===== config.mk =====
export PLATFORM = sky130hd
export DESIGN_NAME = mem_stage_dbus_flat
export DESIGN_NICKNAME = d
export VERILOG_FILES = /design/src/rtl/mem_pkg.sv /design/src/rtl/mem_stage_dbus_if.sv /design/src/rtl/mem_load_align.sv /design/src/rtl/mem_stage_dbus.sv /design/src/flat_wrapper.sv
export SDC_FILE = /design/constraint.sdc
export NUM_CORES = 1
export LEC_CHECK = 0
export CAP_MARGIN = 20
export CORE_MARGIN = 3
export CORE_UTILIZATION = 39
export CTS_CLUSTER_SIZE = 14
export DETAILED_ROUTE_END_ITERATION = 8
export PLACE_DENSITY = 0.76
export SYNTH_ARGS = -nofsm -noshare
export SYNTH_HDL_FRONTEND = slang
export SYNTH_SLANG_ARGS = --single-unit

===== constraint.sdc =====
create_clock -name clk -period 1.7 [get_ports clk]
set_input_delay 0.34 -clock clk [delete_from_list [all_inputs] [get_ports clk]]
set_output_delay 0.34 -clock clk [all_outputs]
set_load 0.005 [all_outputs]

===== src/rtl/mem_pkg.sv =====
// Shared encodings and lane helpers for the MEM-stage data-bus bridge.
package mem_pkg;

  localparam logic [1:0] MEM_SIZE_BYTE = 2'b00;
  localparam logic [1:0] MEM_SIZE_HALF = 2'b01;
  localparam logic [1:0] MEM_SIZE_WORD = 2'b10;

  typedef enum logic [1:0] {
    StIdle = 2'd0,
    StWait = 2'd1,
    StDone = 2'd2
  } mem_state_e;

  // Store byte enables; size 2'b11 behaves as a word.
  function automatic logic [3:0] mem_byte_en(input logic [1:0] size, input logic [1:0] lane);
    case (size)
      MEM_SIZE_BYTE: return 4'b0001 << lane;
      MEM_SIZE_HALF: return 4'b0011 << lane;
      default:       return 4'b1111;
    endcase
  endfunction

  function automatic logic [31:0] mem_store_data(input logic [1:0] size, input logic [31:0] d);
    case (size)
      MEM_SIZE_BYTE: return {4{d[7:0]}};
      MEM_SIZE_HALF: return {2{d[15:0]}};
      default:       return d;
    endcase
  endfunction

  function automatic logic mem_misaligned(input logic [1:0] size, input logic [1:0] lane);
    return ((size == MEM_SIZE_HALF) && lane[0]) || (size[1] && (lane != 2'b00));
  endfunction

endpackage


===== src/rtl/mem_stage_dbus_if.sv =====
// External data bus: registered request side from the MEM stage, ack/rdata from memory.
interface mem_stage_dbus_if;
  logic        dbus_req;
  logic        dbus_we;
  logic [31:0] dbus_addr;
  logic [31:0] dbus_wdata;
  logic [3:0]  dbus_be;
  logic [31:0] dbus_rdata;
  logic        dbus_ack;

  modport master (
    output dbus_req, dbus_we, dbus_addr, dbus_wdata, dbus_be,
    input  dbus_rdata, dbus_ack
  );

  modport slave (
    input  dbus_req, dbus_we, dbus_addr, dbus_wdata, dbus_be,
    output dbus_rdata, dbus_ack
  );
endinterface


===== src/rtl/mem_load_align.sv =====
// Selects the addressed lane(s) of a read word and sign/zero-extends to 32 bits.
module mem_load_align
  import mem_pkg::*;
(
  input  logic [31:0] rdata,
  input  logic [1:0]  addr_lo,
  input  logic [1:0]  size,
  input  logic        uns,
  output logic [31:0] data
);

  logic [31:0] shifted;

  always_comb begin
    shifted = rdata >> {addr_lo, 3'b000};
    case (size)
      MEM_SIZE_BYTE: data = {{24{~uns & shifted[7]}}, shifted[7:0]};
      MEM_SIZE_HALF: data = {{16{~uns & shifted[15]}}, shifted[15:0]};
      default:       data = rdata;
    endcase
  end

endmodule


===== src/rtl/mem_stage_dbus.sv =====
// MEM stage: turns latched load/store controls into a req/ack bus access and stalls
// the pipeline until it completes or times out.
module mem_stage_dbus
  import mem_pkg::*;
#(
  parameter int unsigned TIMEOUT_CYCLES = 16,
  parameter int unsigned CNT_W          = 5
) (
  input  logic                clk,
  input  logic                reset,
  input  logic                cpu_en,
  input  logic                MEM_MemRead,
  input  logic                MEM_MemWrite,
  input  logic [1:0]          MEM_mem_size,
  input  logic                MEM_mem_unsigned,
  input  logic [31:0]         MEM_ALU_result,
  input  logic [31:0]         MEM_mem_write_data,
  output logic [31:0]         MEM_mem_data_out,
  output logic                mem_stall,
  output logic                mem_misalign,
  output logic                mem_bus_error,
  mem_stage_dbus_if.master    dbus
);

  mem_state_e        state_q;
  logic [CNT_W-1:0]  cnt_q;
  logic [31:0]       data_q;
  logic              bus_err_q;
  logic              req_q;
  logic              we_q;
  logic [31:0]       addr_q;
  logic [31:0]       wdata_q;
  logic [3:0]        be_q;
  logic [1:0]        lane_q;
  logic [1:0]        size_q;
  logic              uns_q;

  logic              op;
  logic              misalign;
  logic [31:0]       load_data;

  assign op       = MEM_MemRead | MEM_MemWrite;
  assign misalign = op & mem_misaligned(MEM_mem_size, MEM_ALU_result[1:0]);

  // Access shape is latched at issue so capture does not depend on the held pipeline inputs.
  mem_load_align u_load_align (
    .rdata   (dbus.dbus_rdata),
    .addr_lo (lane_q),
    .size    (size_q),
    .uns     (uns_q),
    .data    (load_data)
  );

  always_ff @(posedge clk) begin
    if (reset) begin
      state_q   <= StIdle;
      cnt_q     <= '0;
      data_q    <= '0;
      bus_err_q <= 1'b0;
      req_q     <= 1'b0;
      we_q      <= 1'b0;
      addr_q    <= '0;
      wdata_q   <= '0;
      be_q      <= '0;
      lane_q    <= '0;
      size_q    <= '0;
      uns_q     <= 1'b0;
    end else begin
      unique case (state_q)
        StIdle: begin
          if (op && !misalign) begin
            req_q   <= 1'b1;
            // Read wins when both controls are high.
            we_q    <= MEM_MemWrite & ~MEM_MemRead;
            addr_q  <= {MEM_ALU_result[31:2], 2'b00};
            wdata_q <= mem_store_data(MEM_mem_size, MEM_mem_write_data);
            be_q    <= MEM_MemRead ? 4'b1111 : mem_byte_en(MEM_mem_size, MEM_ALU_result[1:0]);
            lane_q  <= MEM_ALU_result[1:0];
            size_q  <= MEM_mem_size;
            uns_q   <= MEM_mem_unsigned;
            cnt_q   <= '0;
            state_q <= StWait;
          end
        end
        StWait: begin
          cnt_q <= cnt_q + 1'b1;
          if (dbus.dbus_ack) begin
            data_q    <= we_q ? 32'h0 : load_data;
            req_q     <= 1'b0;
            bus_err_q <= 1'b0;
            state_q   <= StDone;
          end else if (cnt_q == CNT_W'(TIMEOUT_CYCLES - 1)) begin
            data_q    <= '0;
            req_q     <= 1'b0;
            bus_err_q <= 1'b1;
            state_q   <= StDone;
          end
        end
        StDone: begin
          if (cpu_en) begin
            bus_err_q <= 1'b0;
            state_q   <= StIdle;
          end
        end
        default: state_q <= StIdle;
      endcase
    end
  end

  always_comb begin
    mem_stall        = 1'b0;
    mem_misalign     = 1'b0;
    MEM_mem_data_out = '0;
    unique case (state_q)
      StIdle: begin
        mem_stall    = op & ~misalign;
        mem_misalign = misalign;
      end
      StWait: mem_stall = 1'b1;
      StDone: MEM_mem_data_out = data_q;
      default: ;
    endcase
  end

  assign mem_bus_error   = bus_err_q;
  assign dbus.dbus_req   = req_q;
  assign dbus.dbus_we    = we_q;
  assign dbus.dbus_addr  = addr_q;
  assign dbus.dbus_wdata = wdata_q;
  assign dbus.dbus_be    = be_q;

endmodule

===== src/flat_wrapper.sv =====
// flat-port wrapper written by rule: the top's interface ports become plain ports
module mem_stage_dbus_flat import mem_pkg::*;
#(
  parameter int unsigned TIMEOUT_CYCLES = 16,
  parameter int unsigned CNT_W          = 5
)
  (clk, reset, cpu_en, MEM_MemRead, MEM_MemWrite, MEM_mem_size, MEM_mem_unsigned, MEM_ALU_result, MEM_mem_write_data, MEM_mem_data_out, mem_stall, mem_misalign, mem_bus_error, dbus_dbus_req, dbus_dbus_we, dbus_dbus_addr, dbus_dbus_wdata, dbus_dbus_be, dbus_dbus_rdata, dbus_dbus_ack);
  mem_stage_dbus_if dbus_i ();
  input  logic clk;
  input  logic reset;
  input  logic cpu_en;
  input  logic MEM_MemRead;
  input  logic MEM_MemWrite;
  input  logic [1:0] MEM_mem_size;
  input  logic MEM_mem_unsigned;
  input  logic [31:0] MEM_ALU_result;
  input  logic [31:0] MEM_mem_write_data;
  output logic [31:0] MEM_mem_data_out;
  output logic mem_stall;
  output logic mem_misalign;
  output logic mem_bus_error;
  output wire logic [$bits(dbus_i.dbus_req)-1:0] dbus_dbus_req;
  output wire logic [$bits(dbus_i.dbus_we)-1:0] dbus_dbus_we;
  output wire logic [$bits(dbus_i.dbus_addr)-1:0] dbus_dbus_addr;
  output wire logic [$bits(dbus_i.dbus_wdata)-1:0] dbus_dbus_wdata;
  output wire logic [$bits(dbus_i.dbus_be)-1:0] dbus_dbus_be;
  input wire logic [$bits(dbus_i.dbus_rdata)-1:0] dbus_dbus_rdata;
  input wire logic [$bits(dbus_i.dbus_ack)-1:0] dbus_dbus_ack;
  assign dbus_dbus_req = dbus_i.dbus_req;
  assign dbus_dbus_we = dbus_i.dbus_we;
  assign dbus_dbus_addr = dbus_i.dbus_addr;
  assign dbus_dbus_wdata = dbus_i.dbus_wdata;
  assign dbus_dbus_be = dbus_i.dbus_be;
  assign dbus_i.dbus_rdata = dbus_dbus_rdata;
  assign dbus_i.dbus_ack = dbus_dbus_ack;
  mem_stage_dbus #(.TIMEOUT_CYCLES(TIMEOUT_CYCLES), .CNT_W(CNT_W)) u_core (.clk(clk), .reset(reset), .cpu_en(cpu_en), .MEM_MemRead(MEM_MemRead), .MEM_MemWrite(MEM_MemWrite), .MEM_mem_size(MEM_mem_size), .MEM_mem_unsigned(MEM_mem_unsigned), .MEM_ALU_result(MEM_ALU_result), .MEM_mem_write_data(MEM_mem_write_data), .MEM_mem_data_out(MEM_mem_data_out), .mem_stall(mem_stall), .mem_misalign(mem_misalign), .mem_bus_error(mem_bus_error), .dbus(dbus_i));
endmodule

==> results of run 1 <==
-- through the flow --
stage / instances / utilization, % / power, mW / cell area, um2
after detailed placement: 1006 / 59.5 / 4.51 / 7670
after global placement: 1006 / 59.5 / 4.48 / 7670
after floorplan: 645 / - / 3.67 / 5240
after CTS: 1044 / 65.2 / 8.51 / 8400
final: 1049 / 67.7 / 8.51 / 8710
after global routing: 1049 / 67.7 / 8.85 / 8710
-- timing repair --
action                                  CTS  global route
hold buffers                              0             0
endpoints found under the setup margin  101            93
gates resized for setup                 141            83
gates cloned                              2             2
setup buffers                             5             5
pin swaps                                 4            16
-- registers in the layout (all words and copies together) (netlist names) --
name and flops:
u_core.cnt_q 5, u_core.data_q 32, u_core.dbus.dbus_addr 30, u_core.dbus.dbus_be 4, u_core.dbus.dbus_req 1, u_core.dbus.dbus_wdata 32, u_core.dbus.dbus_we 1, u_core.lane_q 2
u_core.mem_bus_error 1, u_core.size_q 2, u_core.state_q 2, u_core.uns_q 1
-- critical path: stages (launching register included) --
cell and delay, ns:
dfxtp_4 0.37, nor2b_4 0.16, buf_6 0.15, clkbuf_16 0.14, and2_1 0.12, clkbuf_2 0.10
-- per-layer routing --
metal / global-route usage (%) / part of all wire [%] / vias up / routed length, um
met5: 0 / 0 / - / 0
met4: 9.94 / 2.5 / 0 / 454
met3: 11.1 / 12 / 33 / 2120
met2: 37.4 / 47 / 259 / 8440
met1: 27.3 / 39 / 2572 / 6980
li1: - / - / 2705 / -
-- power by group through the flow --
stage          Clock (mW)  Sequential, mW  Combinational (mW)
2_1_floorplan           0            3.00               0.669
3_3_place_gp            0            3.00                1.48
3_5_place_dp            0            3.01                1.50
4_1_cts              4.01            2.96                1.55
5_1_grt              4.13            2.99                1.73
6_report             3.95            2.96                1.59
-- logic make-up after synthesis --
kind of cell,synth area share (%)
flops,43.2
buf+inv,5.99
fa+ha+maj,0.478
other cells,0.0716
compound gates,23.7
simple gates,20.3
mux,6.31
-- worst paths after layout --
path,from,endpoint,slack (ns),depth (start not counted)
max,u_core.state_q[0],MEM_mem_data_out[19],-0.09,5
min,reset,u_core.state_q[0],0.34,3
max reg2reg,u_core.cnt_q[1],u_core.data_q[12],0.06,8
min reg2reg,u_core.dbus.dbus_wdata[5],u_core.dbus.dbus_wdata[5],0.45,2
-- layout by cell type (no fill, tap or decap), types with 11 or more instances in the layout --
| master | n |
|---|---|
| clkdlybuf4s50_1 | 165 |
| nand2_1 | 123 |
| dfxtp_1 | 107 |
| a21oi_1 | 68 |
| nor2_1 | 33 |
| buf_4 | 33 |
| mux2i_1 | 32 |
| o21ai_0 | 29 |
| buf_6 | 26 |
| a22oi_1 | 21 |
| and2_4 | 20 |
| clkbuf_16 | 19 |
| o21ai_1 | 18 |
| and2_1 | 14 |
| inv_1 | 11 |
-- final cells by class --
cell class | count | area share [%]
clock buffer | 19 | 5.20
multi-input combinational | 464 | 32.7
inverter | 11 | 0.474
clock inverter | 13 | 2.38
timing repair buffer | 257 | 30.6
tap | 172 | 2.47
sequential | 113 | 26.1
==> impl_results.md, run 1 <==
* Mapped Area at 5240 um2
* Final setup violation count at 26
* Core area at 12900 um2
* IO Pins at 210
* DIE WIDTH at 122 um
* Fraction of registers with async set/reset at 0%
* Syn. warnings at 0
* DRC violations left at 0
* Sum Neg Setup Slack at -1.88 ns
* Clk buf depth at 2
* Synth top area share at between 40% and 50%
* Fmax at 0.558 GHz
* Synth Register Bits at roughly 110
* Crit path DAT at 1.45 ns
* Clk slew on worst S/H paths at around 0.05 ns
* Min-delay worst type: in -> reg
* Register Area at 2270 um2
* Hold WS at 0.339 ns
* Synth Instances at 644
* Int Power at ~6.4 mW
* # port buffers at 207
* Initial Utilization at about two fifths
* Inserted Clock Buffers at 17
* Violation count after the first detailed-route iteration at 481
* Synth top cells by count: nand2_1 (125), dfxtp_1 (113), a21oi_1 (68)
* Slew Viols, Final at 0
* Worst VDD drop at ~0.71 mV
* Distinct cells, synth at 44
* Num Clock Sinks at 113
* Later-pin clock latency in the skew report at around 0.41 ns
* Sequential element share of the synthesized area at 43.2%
* DIE AREA at about 15000 um2
* Switching power at 2.12 mW
* Synth-to-Final Area Change at 66.3%
* Fill cell count at between 1000 and 1500
* Area of the multi-input gates at 2850 um2
* Most used DFF post-synth: dfxtp_1
* Overall routed net length at 18000 um
* Gate power share at 18.7%
* Row Count at 41
* First-pass GRT wire length at ~28000 um
* ANT cells at 0
* Final Critical Period at 1.79 ns
* Status: complete, but fails checks
* Post-place setup slack at -0.630 ns
* Top cells by area, synth: dfxtp_1 (43%), nand2_1 (9.0%), a21oi_1 (6.5%)
* Power per cell area at between 900 and 1000 nW/um2
* CP max FO at 7
* Vias in the first global route at 5465
* RSZ-0062 raised after global routing: yes
* Die Height at 122 um
* Flop pwr share at a little over a third
* Worst endpoint required time at between 1 and 1.5 ns
* Max-Cap Viols at 0
* Placed wire-length estimate at 12200 um
* Avg Cell Area, Syn at 8.13 um2
* Clock Skew at approximately 0.0067 ns
* Share of post-route cells with drive strength above 1 at 19.4%
* Pre-antenna DRT Iters at 7
* Remaining global-route overflow at 0
* Final worst path period share at 105%
* Switching Fraction at between 20% and 30%
* Via density at about 5.3
* Slew HR at between 60 and 70%
* Leak Pwr at about 3.4 nW
* Most frequent cell after synthesis: nand2_1
* Clock Power Share at 46.4%
* Final #Nets at 971
* Final hold vios at 0
* Antenna violations before repair at 0
* Post-DRT Antenna Nets at 0
* H-tree lvl count at 4
* Cell taking the most area after synthesis: dfxtp_1
* Critical Path Sink Type: output port
* Post-synth EDFFs at 0
* Worst Max-Slew Pin Slew at between 0.5 and 0.6 ns
* Fin worst setup slack at -0.0916 ns
* Setup crit start kind: flop
* Routed length per instance at 17.1 um
* Failing checks: setup timing
* Overall Global Routing Usage at 23.5%
* CP Class: reg -> out
* CTS tree: built
* Vias at 5569
* Gpl congestion at between 0.8 and 0.9
* CTS root buf: clkbuf_16
* Pin count of the biggest net entering global routing at 105
Power figures use the tool's default switching activity.
==> run 2, diff against run 1 <==
CORE_UTILIZATION = 44   (was 39)
PLACE_DENSITY = not set   (was 0.76)
PLACE_DENSITY_LB_ADDON = 0.12   (was not set)
SLEW_MARGIN = 20   (was not set)
clock period = 1.97 ns   (was 1.7 ns; I/O delays follow)
==> run 2 against run 1 <==
Against the previous run: the flow still finishes with violations (setup timing); sequential power shrank 14%; non-clock buffer count shrank 16; setup slack lost 0.058 ns; via count shrank 2.7%; wire length shrank 6.4%; clock power shrank 22%; first-iteration DRC count shrank 12%; clock skew grew 0.00097 ns; sequential cell count is the same; total power shrank 19%; critical path type unchanged; critical endpoint is now MEM_mem_data_out[28]; largest power group unchanged; highest routed layer unchanged.
==> impl_results.md, run 2 (same netlist as run 1, synthesis figures left out) <==
* DIE WIDTH at 115 um
* M2 GR Usage at 43.1%
* ANT cells at 0
* Routed length per instance at 16.8 um
* Util after Layout at 71.1%
* Initial Utilization at 45.5%
* Vias in the first global route at about 5400
* Antenna violations before repair at 0
* Remaining global-route overflow at 0
* Final Critical Period at between 2 and 2.5 ns
* CTS root buf: clkbuf_16
* Overall routed net length at 16800 um
* Met3 global-route usage at roughly 8.3%
* CP Class: reg -> out
* Vias at 5416
* Post-DRT Antenna Nets at 0
* Most common cell after layout, fill and taps aside: clkdlybuf4s50_1
* First-pass GRT wire length at 26600 um
* Met1 Usage GRT at 29.2%
* Busiest grt layer: met2
* Largest stage delay on the critical path at 0.49 ns
* Fill cell count at 930
* Fmax at about 0.47 GHz
* Leak Pwr at around 3.2 nW
* H-tree lvl count at 4
* Worst R2R Path Depth at 6
* Via density at 5.40
* Final #Nets at 955
* Worst VDD drop at 0.525 mV
* Gpl congestion at 0.825
* Core area at 11500 um2
* Clock Skew at 0.00772 ns
* Crit path DAT at approximately 1.7 ns
* Inserted Clock Buffers at 17
* R2R setup slack at 0.17 ns
* Synth-to-Final Area Change at 56.3%
* Fin cells at 1003
* Hold Path Stages at 3
* Post-place setup slack at -0.350 ns
* IO Pins at 210
* Row Count at 39
* Hold Crit Start: reset
* Pre-antenna DRT Iters at 5
* Fin worst setup slack at -0.149 ns
* WHS Endpoint: u_core.state_q[0]
* CP max FO at 5
* Violation count after the first detailed-route iteration at ~420
* Placed wire-length estimate at approximately 12000 um
* Tot Pwr at 6.94 mW
* Final worst path period share at 108%
* Placed Cells at 970
* Power per cell area at 847 nW/um2
* Pin count of the biggest net entering global routing at 105
* RSZ-0062 raised after global routing: yes
* Final setup violation count at 10
* # port buffers at 207
* Die Height at 115 um
* Clk buf depth at 2
* Failing checks: setup timing
* Max-Cap Viols at 0
* Critical Path Sink Type: output port
* Setup crit start kind: flop
* DRC violations left at 0
* Worst endpoint required time at 1.58 ns
* Worst Max-Slew Pin Slew at approximately 0.61 ns
* R2R Path End: u_core.data_q[6]
* Overall Global Routing Usage at 25.2%
* Share of post-route cells with drive strength above 1 at 9.53%
* CTS tree: built
* Final hold vios at 0
* Reg-to-Reg Start: u_core.cnt_q[0]
* Most frequent cells in the layout: clkdlybuf4s50_1 (181), nand2_1 (124), dfxtp_1 (111)
* Slew Viols, Final at 0
* Min-delay worst type: in -> reg
* Num Clock Sinks at 113
* CP max stage cell: clkdlybuf4s50_1
* Slew HR at 59.2%
* Critical path cell sequence: nor2b_4 -> buf_4 -> buf_6 -> and2_1 -> clkdlybuf4s50_1
* Clk slew on worst S/H paths at 0.05 ns
* Status: complete, but fails checks
* DIE AREA at around 13000 um2
* Later-pin clock latency in the skew report at 0.41 ns
run 2: cell count changes in the layout (fill, tap and decap cells not counted), sizes merged:
cell           previous run  this run
clkdlybuf4s50           165       181
clkdlybuf4s15             8         0
bufinv                    5         3
clkinv                    6         3
clkbuf                   23        21
dlygate4sd2               1        14
bufbuf                    1         0
clkinvlp                  1         4
inv                      12        11
buf                      72        37
dlymetal6s2s              6         9
run 2: worst max-delay path by stage:
stage                                 start                    to  slack, ns  depth (start not counted)
final                     u_core.state_q[1]  MEM_mem_data_out[28]      -0.15                          5
after global routing      u_core.state_q[0]  MEM_mem_data_out[28]      -0.23                          5
after CTS                 u_core.state_q[0]  MEM_mem_data_out[12]      -0.18                          4
after detailed placement  MEM_ALU_result[0]             mem_stall      -0.35                          5
after floorplan             u_core.cnt_q[0]     u_core.data_q[30]       0.22                          7
after global placement    MEM_ALU_result[0]             mem_stall      -0.33                          5
run 2: layout make-up:
type | count | area (um2) | area share [%]
repair buffers | 241 | 2410 | 29.4
inverters | 11 | 41.3 | 0.504
clock buffers | 21 | 460 | 5.62
multi-input cells | 464 | 2700 | 33.0
clock inverters | 10 | 135 | 1.65
well taps | 143 | 179 | 2.18
flip-flops and latches | 113 | 2260 | 27.7
run 2: per-stage QoR:
step	hold WS, ns	setup TNS, ns	cell area, um2
floorplan	0.440	0	5240
global placement	0.442	-9.75	7570
detailed placement	0.447	-13.51	7570
CTS	0.356	-2.43	8160
global route	0.368	-2.12	8190
finish	0.371	-1.23	8190
run 2: power breakdown:
| group | internal, mW | switching [mW] |
|---|---|---|
| logic | 0.687 | 0.594 |
| registers | 2.46 | 0.107 |
| clock network | 2.04 | 1.05 |
| total | 5.18 | 1.76 |
run 2: metal layers:
layer / up-vias / wire length, um
met5: - / 0
met4: 0 / 476
met3: 35 / 1410
met2: 214 / 8270
met1: 2502 / 6670
li1: 2665 / -
run 2: worst max-delay path, delay by kind of cell, from the launching register on:
family	cells	cell delay [ns]
flip-flops	1	0.33
AND/OR/NAND/NOR	2	0.29
buffers and inverters	3	0.70
run 2: repair_timing:
action	4_1_cts	5_1_grt
pin swaps	3	1
buffers inserted	1	1
hold buffers	0	0
resized for setup	26	12
setup endpoints to repair	34	20
